===== src/rtl/mu2cgra_stream_ctrl.sv =====
// Admits a programmed number of matrix-unit vectors, buffers them in a small
// FIFO and issues them to the CGRA mu2cgra port under valid/ready.
//
// state | meaning
// IDLE  | waiting for start; FIFO empty, no handshakes
// RUN   | accepting vectors from the matrix unit and issuing to the CGRA
// DRAIN | all vectors accepted; emptying the FIFO into the CGRA
// DONE  | one-cycle completion pulse
module mu2cgra_stream_ctrl #(
  parameter int NUM_LANES  = 32,
  parameter int LANE_WIDTH = 17,
  parameter int FIFO_DEPTH = 4,
  parameter int CNT_WIDTH  = 16
) (
  input  logic                            clk,
  input  logic                            reset,
  input  logic [CNT_WIDTH-1:0]            cfg_num_vectors,
  input  logic                            start,
  input  logic                            abort,
  output logic                            busy,
  output logic                            done,
  output logic [CNT_WIDTH-1:0]            issued_cnt,
  input  logic                            mu_valid,
  output logic                            mu_ready,
  input  logic [NUM_LANES*LANE_WIDTH-1:0] mu_data,
  output logic                            cgra_valid,
  input  logic                            cgra_ready,
  output logic [NUM_LANES*LANE_WIDTH-1:0] cgra_data
);

  localparam int DW = NUM_LANES * LANE_WIDTH;
  localparam int PW = $clog2(FIFO_DEPTH);
  localparam int OW = PW + 1;
  localparam logic [OW-1:0] FULL_OCC = OW'(FIFO_DEPTH);

  typedef enum logic [1:0] {IDLE, RUN, DRAIN, DONE} state_t;

  state_t               state, state_nxt;
  logic [CNT_WIDTH-1:0] len_q;
  logic [CNT_WIDTH-1:0] accepted_cnt;
  logic [CNT_WIDTH-1:0] acc_nxt, iss_nxt;
  logic [DW-1:0]        mem [FIFO_DEPTH];
  logic [PW-1:0]        wr_ptr, rd_ptr;
  logic [OW-1:0]        occ;
  logic [DW-1:0]        data_hold;
  logic                 active, fifo_full, fifo_empty;
  logic                 push, pop, flush, accept_start;

  assign active       = (state == RUN) || (state == DRAIN);
  assign fifo_full    = (occ == FULL_OCC);
  assign fifo_empty   = (occ == '0);
  assign flush        = active && abort;
  assign accept_start = (state == IDLE) && start;

  // mu_ready is built from registered state only, so no path from cgra_ready.
  assign mu_ready   = (state == RUN) && !fifo_full && (accepted_cnt != len_q);
  assign cgra_valid = active && !fifo_empty;
  assign cgra_data  = cgra_valid ? mem[rd_ptr] : data_hold;
  assign push       = mu_valid && mu_ready;
  assign pop        = cgra_valid && cgra_ready;
  assign busy       = active;
  assign done       = (state == DONE);

  assign acc_nxt = accepted_cnt + {{(CNT_WIDTH-1){1'b0}}, push};
  assign iss_nxt = issued_cnt + {{(CNT_WIDTH-1){1'b0}}, pop};

  always_comb begin
    state_nxt = state;
    case (state)
      IDLE:  if (start) state_nxt = (cfg_num_vectors != '0) ? RUN : DONE;
      RUN: begin
        if (abort)                state_nxt = IDLE;
        else if (acc_nxt == len_q) state_nxt = (iss_nxt == len_q) ? DONE : DRAIN;
      end
      DRAIN: begin
        if (abort)                state_nxt = IDLE;
        else if (iss_nxt == len_q) state_nxt = DONE;
      end
      DONE:    state_nxt = IDLE;
      default: state_nxt = IDLE;
    endcase
  end

  always_ff @(posedge clk) begin
    if (reset) begin
      state        <= IDLE;
      len_q        <= '0;
      accepted_cnt <= '0;
      issued_cnt   <= '0;
      wr_ptr       <= '0;
      rd_ptr       <= '0;
      occ          <= '0;
      data_hold    <= '0;
    end else begin
      state     <= state_nxt;
      data_hold <= cgra_data;
      if (accept_start) begin
        len_q        <= cfg_num_vectors;
        accepted_cnt <= '0;
        issued_cnt   <= '0;
      end else if (active) begin
        accepted_cnt <= acc_nxt;
        issued_cnt   <= iss_nxt;
      end
      if (flush) begin
        wr_ptr <= '0;
        rd_ptr <= '0;
        occ    <= '0;
      end else begin
        if (push) wr_ptr <= wr_ptr + 1'b1;
        if (pop)  rd_ptr <= rd_ptr + 1'b1;
        case ({push, pop})
          2'b10:   occ <= occ + 1'b1;
          2'b01:   occ <= occ - 1'b1;
          default: occ <= occ;
        endcase
      end
    end
  end

  // Storage needs no reset: occupancy gates every read of it.
  always_ff @(posedge clk) begin
    if (push) mem[wr_ptr] <= mu_data;
  end

endmodule


===== config.mk =====
export PLATFORM = sky130hd
export DESIGN_NAME = mu2cgra_stream_ctrl
export DESIGN_NICKNAME = d
export VERILOG_FILES = /design/src/rtl/mu2cgra_stream_ctrl.sv
export SDC_FILE = /design/constraint.sdc
export NUM_CORES = 2
export LEC_CHECK = 0
export CELL_PAD_IN_SITES_DETAIL_PLACEMENT = 2
export CELL_PAD_IN_SITES_GLOBAL_PLACEMENT = 2
export CORE_UTILIZATION = 37
export CTS_CLUSTER_SIZE = 25
export DETAILED_ROUTE_END_ITERATION = 6
export PLACE_DENSITY_LB_ADDON = 0.1
export REMOVE_ABC_BUFFERS = 1
export SLEW_MARGIN = 20
export SYNTH_ARGS = -nofsm -noshare
export SYNTH_HDL_FRONTEND = slang
export SYNTH_SLANG_ARGS = --single-unit

===== constraint.sdc =====
create_clock -name clk -period 14.25 [get_ports clk]
set_input_delay 2.1375 -clock clk [delete_from_list [all_inputs] [get_ports clk]]
set_output_delay 2.1375 -clock clk [all_outputs]
set_load 0.05 [all_outputs]

After elaboration in Yosys (flattened, before gate mapping)
Memory sizes are Yosys's and may differ from the RTL's. A register that Yosys moved wholly into a read port is not among the register bits.
Cells that the tools add are included.
{"block": "totals", "mem_count": 1, "word_cells": 58, "ramBits": 2176, "ff_bits": 601, "output_inout_bits": 564, "inputBits": 566}
{"name": "mem", "depth": 4, "word_bits": 544, "read_ports": 1, "rd_clocked_by_memory_dff": 1, "write_ports": 1, "line": "42", "source": "logic [DW-1:0] mem [FIFO_DEPTH];"}
{"block": "op_classes", "reduce_logical": 17, "mux": 14, "n_eq_ne": 12, "add_sub_neg": 6}
{"operator": "544-bit 2-to-1 mux", "count": 1}
{"operator": "16-bit by 1-bit adder with 16-bit output", "count": 2}
{"operator": "16-bit equality test", "count": 2}
{"operator": "2-bit 2-to-1 mux", "count": 8}
{"operator": "16-bit inequality test", "count": 1}
{"operator": "16-bit nonzero test", "count": 1}
{"operator": "2-bit case mux with 4 select lines", "count": 1}
{"operator": "1-bit logical AND", "count": 7}
{"operator": "2-bit equality test, second input constant", "count": 3}
{"operator": "3-bit by 2-bit inequality test with 1-bit output, second input constant", "count": 2}
{"operator": "3-bit case mux with 2 select lines", "count": 1}
{"operator": "2-bit by 1-bit adder with 2-bit output, second input constant", "count": 2}
{"operator": "2-bit by 1-bit equality test with 1-bit output, second input constant", "count": 2}
{"operator": "2-bit OR reduction", "count": 2}
{"operator": "3-bit by 1-bit adder with 3-bit output, second input constant", "count": 1}
{"operator": "3-bit equality test, second input constant", "count": 1}
{"operator": "3-bit zero test", "count": 1}
{"operator": "1-bit 2-to-1 mux", "count": 3}
{"operator": "3-bit AND reduction", "count": 1}
{"operator": "3-bit by 1-bit subtractor with 3-bit output, second input constant", "count": 1}
{"operator": "1-bit zero test", "count": 2}
{"operator": "2-bit zero test", "count": 1}
{"operator": "2-bit inequality test, second input constant", "count": 1}
{"operator": "2-bit nonzero test", "count": 1}
{"operator": "1-bit logical OR", "count": 1}

Logic depth before layout (Yosys ltp)
{"block": "logic_depth", "word_depth": 10, "mapped_depth": 19, "mapped_depth_nobuf": 15}

Least setup slack after synthesis
OpenSTA, ideal clock, no wires.
{"block": "synth_timing", "path_kind": "input to register", "from": "in mu_valid", "to": "mem mem[2][0] (netlist bit) (enable)", "setup_ps": 984, "path_slack_ps": -1242, "n_path_buf": 0, "arrival_time_ps": 14508, "stages": 1, "required_time_ps": 13266, "path_cell_list": "and3_1"}
{"block": "synth_between", "elab_chain_len": 3}
{"element": "from (decl)", "line": "23", "source": "input logic mu_valid,"}
{"element": "1-bit logical AND", "line": "59", "source": "assign push = mu_valid && mu_ready;"}
{"element": "1-bit 2-to-1 mux", "line": "123", "source": "if (push) mem[wr_ptr] <= mu_data;"}
{"element": "1-bit 2-to-1 mux (implied by the code)", "line": "123"}
{"element": "to (decl)", "line": "42"}
Every way passes these cells.

Worst setup path after layout
{"block": "layout_timing", "from": "reg state[0]", "to": "out cgra_data[173]"}
{"block": "layout_between", "elab_chain_len": 4, "word_cells_on_any_way": 5, "cone_classes": "eq/ne: 2; mux: 1; reduce/logical: 2"}
{"element": "from (decl)", "line": "38", "source": "state_t state, state_nxt;"}
{"element": "from (signal assigned)", "line": "95", "source": "state <= state_nxt;"}
{"element": "2-bit by 1-bit equality test with 1-bit output / 2-bit equality test (equally long branches)", "line": "49", "source": "assign active = (state == RUN) || (state == DRAIN);"}
{"element": "1-bit logical OR *", "line": "49"}
{"element": "1-bit logical AND *", "line": "57", "source": "assign cgra_valid = active && !fifo_empty;"}
{"element": "544-bit 2-to-1 mux *", "line": "58", "source": "assign cgra_data = cgra_valid ? mem[rd_ptr] : data_hold;"}
{"element": "to (decl)", "line": "28", "source": "output logic [NUM_LANES*LANE_WIDTH-1:0] cgra_data"}
Every way passes the cells marked *; elsewhere a longest branch is shown, timed or not.

==> flow_summary.json <==
{
  "clk_latency_ps": 900,
  "drtIter0Drc": 3353,
  "final_area_um2": 128000,
  "setup_tns_ps": 0,
  "drc_errors": 0,
  "p_total_uw": 21300,
  "yosysSeqAreaShare": 0.756,
  "synthArstFlopShare": 0,
  "postCtsHoldBufs": 0,
  "dp_cells": 10766,
  "row_count": 192,
  "synth_ff_type": "edfxtp_1",
  "hold_class": "reg -> reg",
  "cts_num_sinks": 2779,
  "power_density_nw_per_um2": 167,
  "vdd_drop_max_uv": 125,
  "synth_area_um2": 102000,
  "outcome": "finished, final reports clean",
  "internal-power_uw": 15100,
  "avgViaCountPerCell": 5.12,
  "dr.pass1.iters": 5,
  "dieArea_um2": 279000,
  "vias": 58361,
  "crit_path_end_kind": "output port",
  "clock_path_buffers": 4,
  "grtUsageTotal": 0.222,
  "multi_input_area_um2": 23600,
  "worst_pin_slew_ps": 1290,
  "required_ps": 12110,
  "wl_per_cell_um": 27.6,
  "final_antenna_net_count": 0,
  "p_seq_frac": 0.445,
  "path_max_fanout": 162,
  "cp-start-kind": "flop",
  "grt-ovfl-total": 0,
  "grt_pass1_wl_mm": 451,
  "grt_pass1_vias": 63424,
  "die_w_um": 528,
  "p_switching_uw": 6220,
  "htreeDepth": 5,
  "dpl.hpwl_mm": 201,
  "core_area_um2": 274000,
  "slew_violations": 0,
  "area_growth_pct": 24.6,
  "final_cell_mix": "edfxtp_1, nand2_1, clkdlybuf4s50_1",
  "finalHoldViolations": 0,
  "max_freq_mhz": 120,
  "numCtsBuffers": 307,
  "leakagePower_uw": 0.0427,
  "portBuffers": 1129,
  "switching_share": 0.292,
  "fillers": 25661,
  "die_y_um": 528,
  "rsz0062_at_grt": "no",
  "fin_skew_ps": 53.7,
  "p_comb_frac": 0.193,
  "drv_cap": 0,
  "ios": 1130,
  "gp_congestion": 0.787,
  "worstPathArrival_ps": 6230,
  "place_area_um2": 118000,
  "grt_max_degree": 163,
  "syn_avg_cell_area_um2": 16.5,
  "ys_ff_latch": 2779,
  "final_common_cell": "edfxtp_1",
  "cts_resized": 0,
  "synth_cell_types": 66,
  "fin_cells": 11392,
  "slew_headroom": 0.141,
  "worst-setup-path-type": "reg -> out",
  "nets": 7971,
  "post-route-util": 0.465,
  "finalCritPeriodShare": 0.587,
  "wl_mm": 314,
  "finalCriticalPeriod_ps": 8370,
  "regArea_um2": 77400,
  "yosys_warnings": 0,
  "antenna_found_initial": 182,
  "syn-instance-count": 6219,
  "setup_viol": 0,
  "cts_root_buf": "clkbuf_16",
  "tritoncts": "built",
  "path_clk_slew_ps": 60,
  "synth_edf_count": 2176,
  "start_util": 0.373,
  "pwr-share-clk": 0.361,
  "post_cts_buffers": 0,
  "drive_gt1_frac": 0.137
}
[kinds of logic (layout without fill, tap and decap cells)]
kind of cell	after synthesis	count (layout)	synth area share
multiplexers	551	551	0.120
XOR/XNOR	69	69	0.00590
AO/OA/AOI/OAI	619	619	0.0317
AND/OR/NAND/NOR	1839	1839	0.0700
flip-flops	2779	2779	0.756
other	0	57	0
adder cells (fa/ha/maj)	15	15	0.00191
buffers and inverters	347	1777	0.0139
[worst max-delay path, cell delays in order (launching register included)]
cell	delay (ps)
dfxtp_1	390
inv_1	110
ha_1	320
buf_4	260
o31ai_4	170
buf_12	430
buf_12	570
buf_4	830
buf_4	690
nand2_1	160
nand2_1	110
clkdlybuf4s50_1	820
[final cells by class]
class	instances	share of cell area
timing repair buffer	1198	0.0945
clock inverter	111	0.00752
sequential	2779	0.607
tap	3686	0.0362
multi-input combinational	3093	0.185
clock buffer	457	0.0684
inverter	11	0.000383
antenna	57	0.00112
[synthesized netlist by cell type, drive strengths merged (3+ instances only)]
| library cell | instances | area share |
|---|---|---|
| clkbuf | 236 | 0.0087 |
| o31ai | 4 | 0.00029 |
| and3 | 11 | 0.00070 |
| a211oi | 5 | 0.00037 |
| mux4 | 544 | 0.12 |
| nand2 | 1691 | 0.062 |
| and2 | 5 | 0.00033 |
| nor3 | 7 | 0.00034 |
| dfxtp | 603 | 0.12 |
| inv | 10 | 0.00037 |
| a41oi | 3 | 0.00026 |
| nand4 | 16 | 0.0010 |
| edfxtp | 2176 | 0.64 |
| ha | 14 | 0.0017 |
| xnor2 | 32 | 0.0027 |
| mux2i | 6 | 0.00059 |
| buf | 100 | 0.0048 |
| nand3 | 20 | 0.0010 |
| a31oi | 4 | 0.00024 |
| nand2b | 5 | 0.00031 |
| and4 | 6 | 0.00051 |
| nor2b | 5 | 0.00031 |
| nor4 | 9 | 0.00061 |
| nor2 | 49 | 0.0018 |
| xor2 | 37 | 0.0032 |
| o21ai | 10 | 0.00056 |
| a21oi | 572 | 0.028 |
| or3 | 7 | 0.00043 |
[metal layers]
layer,vias to the layer above,GRT usage,part of all wire
met4,140,0.0746,0.035
met5,-,0,0.0028
li1,25806,-,-
met3,638,0.0826,0.085
met1,30346,0.258,0.38
met2,1431,0.378,0.50
[state kept, by name, indices dropped and copies added (netlist names), 3 cells and up, named ones only]
| name | cells |
|---|---|
| occ | 3 |
| accepted_cnt | 16 |
| len_q | 16 |
| data_hold | 544 |
| mem | 2176 |
| issued_cnt | 16 |
[through the flow]
| stage | worst slack, ps | hold slack, ps |
|---|---|---|
| floorplan | -48060 | 438 |
| global placement | 6770 | 450 |
| finish | 5880 | 464 |
| detailed placement | 6660 | 460 |
| global route | 5480 | 483 |
| CTS | 5630 | 468 |
[power by group through the flow]
stage | registers, uW | clock network [uW] | logic, uW
after global placement | 9620 | 0 | 4140
after CTS | 9500 | 7930 | 4210
after detailed placement | 9670 | 0 | 4180
after global routing | 9540 | 8200 | 4370
after floorplan | 9900 | 0 | 2690
final | 9490 | 7710 | 4120
[worst paths after layout]
path	from	end	slack, ps	depth (start not counted)
worst max-delay path	state[0]	cgra_data[173]	5880	11
worst max register to register	state[0]	state[0]	7140	18
worst min register to register	data_hold[121]	data_hold[121]	460	2
worst min-delay path	data_hold[121]	data_hold[121]	460	2
Power figures use the tool's default switching activity.
